### src/rtl/dmem_arbiter_pkg.sv
// Shared types and widths for the two-port data-memory arbiter.
package dmem_arbiter_pkg;
  localparam int ADDR_W = 4;
  localparam int DATA_W = 8;

  typedef enum logic [1:0] {
    ST_IDLE   = 2'd0,
    ST_ACCESS = 2'd1,
    ST_RESP   = 2'd2
  } state_t;

  typedef enum logic {
    OWN_A = 1'b0,
    OWN_B = 1'b1
  } owner_t;
endpackage

### src/rtl/dmem_arbiter_if.sv
// One requester port of the data-memory arbiter: request, grant and read return.
interface dmem_arbiter_if;
  import dmem_arbiter_pkg::*;

  logic              req;
  logic              write;
  logic [ADDR_W-1:0] addr;
  logic [DATA_W-1:0] wdata;
  logic              gnt;
  logic              rvalid;
  logic [DATA_W-1:0] rdata;

  modport master (output req, write, addr, wdata, input gnt, rvalid, rdata);
  modport slave  (input req, write, addr, wdata, output gnt, rvalid, rdata);
endinterface

### src/rtl/dmem_arbiter_rr.sv
// Two-way round-robin arbiter: combinational one-hot grant, registered last-owner pointer.
module rr_arbiter2
  import dmem_arbiter_pkg::*;
(
  input  logic       clk,
  input  logic       rst,
  input  logic [1:0] req,
  input  logic       update,
  output logic [1:0] grant
);

  owner_t last_q;

  // Reset to "B served last" so A wins the first contested round.
  always_ff @(posedge clk or posedge rst) begin
    if (rst) begin
      last_q <= OWN_B;
    end else if (update) begin
      last_q <= grant[1] ? OWN_B : OWN_A;
    end
  end

  always_comb begin
    grant = req;
    if (req == 2'b11) begin
      grant = (last_q == OWN_A) ? 2'b10 : 2'b01;
    end
  end

endmodule

### src/rtl/dmem_arbiter.sv
// Serialises port A / port B accesses onto the 16x8 data memory, one access per
// ACCESS cycle, with registered grant, memory drive and read-data return.
//
//   state     | meaning
//   ----------+-----------------------------------------------------------
//   ST_IDLE   | no access in flight; arbitrate on any request
//   ST_ACCESS | memory driven for the winner, winner's gnt high
//   ST_RESP   | read data returned (rvalid); re-arbitrate for next access
module dmem_arbiter
  import dmem_arbiter_pkg::*;
(
  input  logic              clk,
  input  logic              rst,
  dmem_arbiter_if.slave     port_a,
  dmem_arbiter_if.slave     port_b,
  output logic              mem_write_enable,
  output logic [ADDR_W-1:0] mem_write_address,
  output logic [ADDR_W-1:0] mem_read_address,
  output logic [DATA_W-1:0] mem_data_in,
  input  logic [DATA_W-1:0] mem_data_out
);

  state_t            state_q, state_d;
  owner_t            owner_q, owner_d;
  logic [1:0]        gnt_q, gnt_d;
  logic              we_q, we_d;
  logic [ADDR_W-1:0] addr_q, addr_d;
  logic [DATA_W-1:0] din_q, din_d;
  logic [1:0]        rvalid_q, rvalid_d;
  logic [DATA_W-1:0] rdata_a_q, rdata_a_d;
  logic [DATA_W-1:0] rdata_b_q, rdata_b_d;

  logic [1:0] req_vec;
  logic [1:0] grant;
  logic       arb_update;

  assign req_vec = {port_b.req, port_a.req};

  rr_arbiter2 u_rr (
    .clk    (clk),
    .rst    (rst),
    .req    (req_vec),
    .update (arb_update),
    .grant  (grant)
  );

  always_ff @(posedge clk or posedge rst) begin
    if (rst) begin
      state_q   <= ST_IDLE;
      owner_q   <= OWN_A;
      gnt_q     <= '0;
      we_q      <= 1'b0;
      addr_q    <= '0;
      din_q     <= '0;
      rvalid_q  <= '0;
      rdata_a_q <= '0;
      rdata_b_q <= '0;
    end else begin
      state_q   <= state_d;
      owner_q   <= owner_d;
      gnt_q     <= gnt_d;
      we_q      <= we_d;
      addr_q    <= addr_d;
      din_q     <= din_d;
      rvalid_q  <= rvalid_d;
      rdata_a_q <= rdata_a_d;
      rdata_b_q <= rdata_b_d;
    end
  end

  // Outputs are computed one state ahead so every pin comes straight off a flop.
  always_comb begin
    state_d    = state_q;
    owner_d    = owner_q;
    gnt_d      = '0;
    we_d       = 1'b0;
    addr_d     = addr_q;
    din_d      = din_q;
    rvalid_d   = '0;
    rdata_a_d  = rdata_a_q;
    rdata_b_d  = rdata_b_q;
    arb_update = 1'b0;

    case (state_q)
      ST_IDLE, ST_RESP: begin
        if (|req_vec) begin
          arb_update = 1'b1;
          state_d    = ST_ACCESS;
          gnt_d      = grant;
          if (grant[1]) begin
            owner_d = OWN_B;
            we_d    = port_b.write;
            addr_d  = port_b.addr;
            din_d   = port_b.wdata;
          end else begin
            owner_d = OWN_A;
            we_d    = port_a.write;
            addr_d  = port_a.addr;
            din_d   = port_a.wdata;
          end
        end else begin
          state_d = ST_IDLE;
        end
      end
      ST_ACCESS: begin
        state_d = ST_RESP;
        // Read address has been stable all cycle, so the combinational read is settled.
        if (!we_q) begin
          if (owner_q == OWN_B) begin
            rdata_b_d   = mem_data_out;
            rvalid_d[1] = 1'b1;
          end else begin
            rdata_a_d   = mem_data_out;
            rvalid_d[0] = 1'b1;
          end
        end
      end
      default: state_d = ST_IDLE;
    endcase
  end

  assign port_a.gnt    = gnt_q[0];
  assign port_b.gnt    = gnt_q[1];
  assign port_a.rvalid = rvalid_q[0];
  assign port_b.rvalid = rvalid_q[1];
  assign port_a.rdata  = rdata_a_q;
  assign port_b.rdata  = rdata_b_q;

  assign mem_write_enable  = we_q;
  assign mem_write_address = addr_q;
  assign mem_read_address  = addr_q;
  assign mem_data_in       = din_q;

endmodule

### src/flat_wrapper.sv
// flat-port wrapper written by rule: the top's interface ports become plain ports
module dmem_arbiter_flat import dmem_arbiter_pkg::*;
  (clk, rst, mem_write_enable, mem_write_address, mem_read_address, mem_data_in, mem_data_out, port_a_req, port_a_write, port_a_addr, port_a_wdata, port_a_gnt, port_a_rvalid, port_a_rdata, port_b_req, port_b_write, port_b_addr, port_b_wdata, port_b_gnt, port_b_rvalid, port_b_rdata);
  dmem_arbiter_if port_a_i ();
  dmem_arbiter_if port_b_i ();
  input  logic clk;
  input  logic rst;
  output logic mem_write_enable;
  output logic [ADDR_W-1:0] mem_write_address;
  output logic [ADDR_W-1:0] mem_read_address;
  output logic [DATA_W-1:0] mem_data_in;
  input  logic [DATA_W-1:0] mem_data_out;
  input wire logic [$bits(port_a_i.req)-1:0] port_a_req;
  input wire logic [$bits(port_a_i.write)-1:0] port_a_write;
  input wire logic [$bits(port_a_i.addr)-1:0] port_a_addr;
  input wire logic [$bits(port_a_i.wdata)-1:0] port_a_wdata;
  output wire logic [$bits(port_a_i.gnt)-1:0] port_a_gnt;
  output wire logic [$bits(port_a_i.rvalid)-1:0] port_a_rvalid;
  output wire logic [$bits(port_a_i.rdata)-1:0] port_a_rdata;
  input wire logic [$bits(port_b_i.req)-1:0] port_b_req;
  input wire logic [$bits(port_b_i.write)-1:0] port_b_write;
  input wire logic [$bits(port_b_i.addr)-1:0] port_b_addr;
  input wire logic [$bits(port_b_i.wdata)-1:0] port_b_wdata;
  output wire logic [$bits(port_b_i.gnt)-1:0] port_b_gnt;
  output wire logic [$bits(port_b_i.rvalid)-1:0] port_b_rvalid;
  output wire logic [$bits(port_b_i.rdata)-1:0] port_b_rdata;
  assign port_a_i.req = port_a_req;
  assign port_a_i.write = port_a_write;
  assign port_a_i.addr = port_a_addr;
  assign port_a_i.wdata = port_a_wdata;
  assign port_a_gnt = port_a_i.gnt;
  assign port_a_rvalid = port_a_i.rvalid;
  assign port_a_rdata = port_a_i.rdata;
  assign port_b_i.req = port_b_req;
  assign port_b_i.write = port_b_write;
  assign port_b_i.addr = port_b_addr;
  assign port_b_i.wdata = port_b_wdata;
  assign port_b_gnt = port_b_i.gnt;
  assign port_b_rvalid = port_b_i.rvalid;
  assign port_b_rdata = port_b_i.rdata;
  dmem_arbiter u_core (.clk(clk), .rst(rst), .port_a(port_a_i), .port_b(port_b_i), .mem_write_enable(mem_write_enable), .mem_write_address(mem_write_address), .mem_read_address(mem_read_address), .mem_data_in(mem_data_in), .mem_data_out(mem_data_out));
endmodule
### config.mk
export PLATFORM = sky130hd
export DESIGN_NAME = dmem_arbiter_flat
export DESIGN_NICKNAME = d
export VERILOG_FILES = /design/src/rtl/dmem_arbiter_pkg.sv /design/src/rtl/dmem_arbiter_if.sv /design/src/rtl/dmem_arbiter_rr.sv /design/src/rtl/dmem_arbiter.sv /design/src/flat_wrapper.sv
export SDC_FILE = /design/constraint.sdc
export NUM_CORES = 1
export LEC_CHECK = 0
export ABC_CLOCK_PERIOD_IN_PS = 2350
export CAP_MARGIN = 25
export CORE_ASPECT_RATIO = 2
export CORE_MARGIN = 2
export CORE_UTILIZATION = 40
export CTS_CLUSTER_SIZE = 8
export DETAILED_ROUTE_END_ITERATION = 7
export PLACE_DENSITY = 0.8
export RECOVER_POWER = 100
export SLEW_MARGIN = 20
export SYNTH_ARGS = -nofsm -noshare
export SYNTH_HDL_FRONTEND = slang
export SYNTH_SLANG_ARGS = --single-unit
export TNS_END_PERCENT = 100
### constraint.sdc
create_clock -name clk -period 2.35 [get_ports clk]
set_input_delay 0.3525 -clock clk [delete_from_list [all_inputs] [get_ports clk]]
set_output_delay 0.3525 -clock clk [all_outputs]
set_load 0.01 [all_outputs]
==> impl_metrics.env <==
export IMPL_outcome="complete, no violations"
export IMPL_hold_class="flip-flop to flip-flop"
export IMPL_post_cts_resized=0
export IMPL_cts_sinks=37
export IMPL_maxCapViolCount=0
export IMPL_relSlewSlack=0.361
export IMPL_pre_cts_ws_ps=649
export IMPL_vias=1267
export IMPL_num_rows=31
export IMPL_r2r_cells=3
export IMPL_drt_initial_drc_count=12
export IMPL_hold_start="u_core.state_q[0]"
export IMPL_finalCritPeriodShare=0.786
export IMPL_hold_violations=0
export IMPL_p_per_area_mw_per_mm2=1000
export IMPL_first_pass_iters=5
export IMPL_postCtsSetupBuffers=0
export IMPL_grt_use_total=0.215
export IMPL_htreeDepth=2
export IMPL_portBuffers=74
export IMPL_initial_utilization=0.412
export IMPL_synth_nets=165
export IMPL_setup_slack_ps=504
export IMPL_wire_per_inst_um=15.6
export IMPL_die_area_mm2=0.00425
export IMPL_grt_pass1_vias=1360
export IMPL_final_setup_skew_ps=5.27
export IMPL_yosysSeqAreaShare=0.623
export IMPL_gp_congestion=0.711
export IMPL_die_w_um=47.1
export IMPL_rsz0062_at_grt="no"
export IMPL_syn_instance_count=127
export IMPL_io_pins=75
export IMPL_die_h_um=90.2
export IMPL_setup_tns_final_ps=0
export IMPL_final_max_slew_viol_count=0
export IMPL_yosysWarnings=0
export IMPL_synth_cell_types=17
export IMPL_period_needed_ps=1850
export IMPL_grt_first_pass_wirelength_mm=6.46
export IMPL_overflow=0
export IMPL_crit_arrival_ps=2020
export IMPL_synth_seq_cells=37
export IMPL_clockBufferDepth=2
export IMPL_hpwl_mm=3.21
export IMPL_avgSynthCellArea_um2=11.7
export IMPL_ant_nets=0
export IMPL_worstSetupPathType="flip-flop to flip-flop"
export IMPL_timing_rr_end="u_core.port_a.rdata[2]"
export IMPL_root_buffer="clkbuf_8"
export IMPL_min_to="u_core.gnt_q[1]"
export IMPL_viasPerCell=5.01
export IMPL_setup_viol=0
export IMPL_rrSetupSlack_ps=500
export IMPL_clkLatencyLatePin_ps=290
export IMPL_drive_gt1_frac=0.137
export IMPL_coreArea_mm2=0.00361
export IMPL_p_total_mw=2.36
export IMPL_cts_buffers=5
export IMPL_hold_depth=1
export IMPL_grt_max_degree=38
export IMPL_timing_fmax_mhz=542
export IMPL_wl_mm=3.96
export IMPL_worst_ep_required_time_ps=2520
export IMPL_syn_area_mm2=0.00149
export IMPL_worstSetupStartpointType="flip-flop"
export IMPL_drcViolationCount=0
export IMPL_worst_path_max_fanout=9
export IMPL_tritoncts="yes"
export IMPL_hold_buffers=0
export IMPL_area_growth_pct=58.5
export IMPL_n_antenna_cell=0
export IMPL_final_nets=241
export IMPL_tightest_slew_ps=951
export IMPL_r2r_start="u_core.state_q[0]"
export IMPL_antenna_found_initial=0
export IMPL_endpoint_kind="flip-flop"
export IMPL_p_leak_nw=1.01
export IMPL_clk_pin_slew_worst_paths_ps=70
export IMPL_ir_worst_vdd_v=0.000649
[worst max path at each step]
stage	startpoint	end	slack [ps]
floorplan	u_core.owner_q	u_core.port_b.rdata[0]	930
global placement	port_b_req	u_core.mem_data_in[3]	770
detailed placement	port_b_req	u_core.mem_read_address[0]	650
CTS	u_core.mem_write_enable	mem_write_enable	640
global route	u_core.state_q[0]	u_core.port_a.rdata[2]	340
finish	u_core.state_q[0]	u_core.port_a.rdata[2]	500
[cells in the mapped netlist]
master     n  area share
dfrtp_1   36        0.61
a21oi_1   26       0.087
mux2_2    16        0.12
nor2_1    15       0.038
nand2_1   14       0.035
buf_4      4       0.020
clkbuf_1   3      0.0076
inv_1      3      0.0076
nor4_4     2       0.029
a21bo_2    1      0.0067
a21boi_0   1      0.0050
a31oi_1    1      0.0042
buf_2      1      0.0034
dfstp_2    1       0.018
inv_2      1      0.0025
o21bai_1   1      0.0050
o22ai_1    1      0.0042
[where the power goes]
part	total, mW	switching, mW	internal (mW)
Combinational	0.832	0.351	0.482
Sequential	0.973	0.123	0.850
Clock	0.560	0.214	0.346
Total	2.36	0.687	1.68
[per-stage QoR]
step / util / hold slack [ps] / area, um^2 / instances
floorplan: - / 422 / 1490 / 127
global placement: 0.628 / 466 / 2270 / 245
detailed placement: 0.628 / 481 / 2270 / 245
CTS: 0.660 / 495 / 2380 / 253
global route: 0.654 / 514 / 2360 / 253
finish: 0.654 / 492 / 2360 / 253
[per-layer routing]
metal | part of all wire | global-route usage
met3 | 0.052 | 0.0643
met4 | 0.025 | 0.0856
met1 | 0.29 | 0.204
met2 | 0.64 | 0.388
met5 | 0 | 0
[registers in the layout, summed over array words and instances (netlist names)]
signal                   cells
u_core.u_rr.last_q           1
u_core.mem_write_enable      1
u_core.port_a.rdata          8
u_core.rvalid_q              2
u_core.mem_data_in           8
u_core.port_b.rdata          8
u_core.state_q               2
u_core.owner_q               1
u_core.gnt_q                 2
u_core.mem_read_address      4
[layout by cell type, fill, tap and decap left out]
cell             instances
o21bai_1                 1
clkbuf_1                 2
nand2_1                 14
dfrtp_1                 36
a21boi_0                 1
bufinv_16                1
clkbuf_2                 1
inv_2                    1
dlygate4sd3_1           39
dfstp_2                  1
mux2_2                  15
inv_1                    3
a21bo_1                  1
clkdlybuf4s50_1         35
a31oi_1                  1
buf_4                    1
nor4_2                   2
mux2_1                   1
a21oi_1                 26
nor2_1                  15
o22ai_1                  1
clkbuf_8                 6
[worst max-delay path: stages (launching register included)]
cell	delay (ps)
dfrtp_1	390
inv_1	120
nor4_2	800
mux2_2	420
[cells by family after synthesis]
| group | synth area share |
|---|---|
| flops | 0.623 |
| compound gates | 0.113 |
| simple gates | 0.102 |
| mux | 0.121 |
| buf+inv | 0.0412 |
[area by class of cell]
class                      count  area, um^2
clock buffer                   7        86.3
clock inverter                 1        30.0
fill                         308        1250
inverter                       4        15.0
multi-input combinational     78         482
sequential                    37         927
tap                           49        61.3
timing repair buffer          77         757
(Power assumes the default switching activity.)
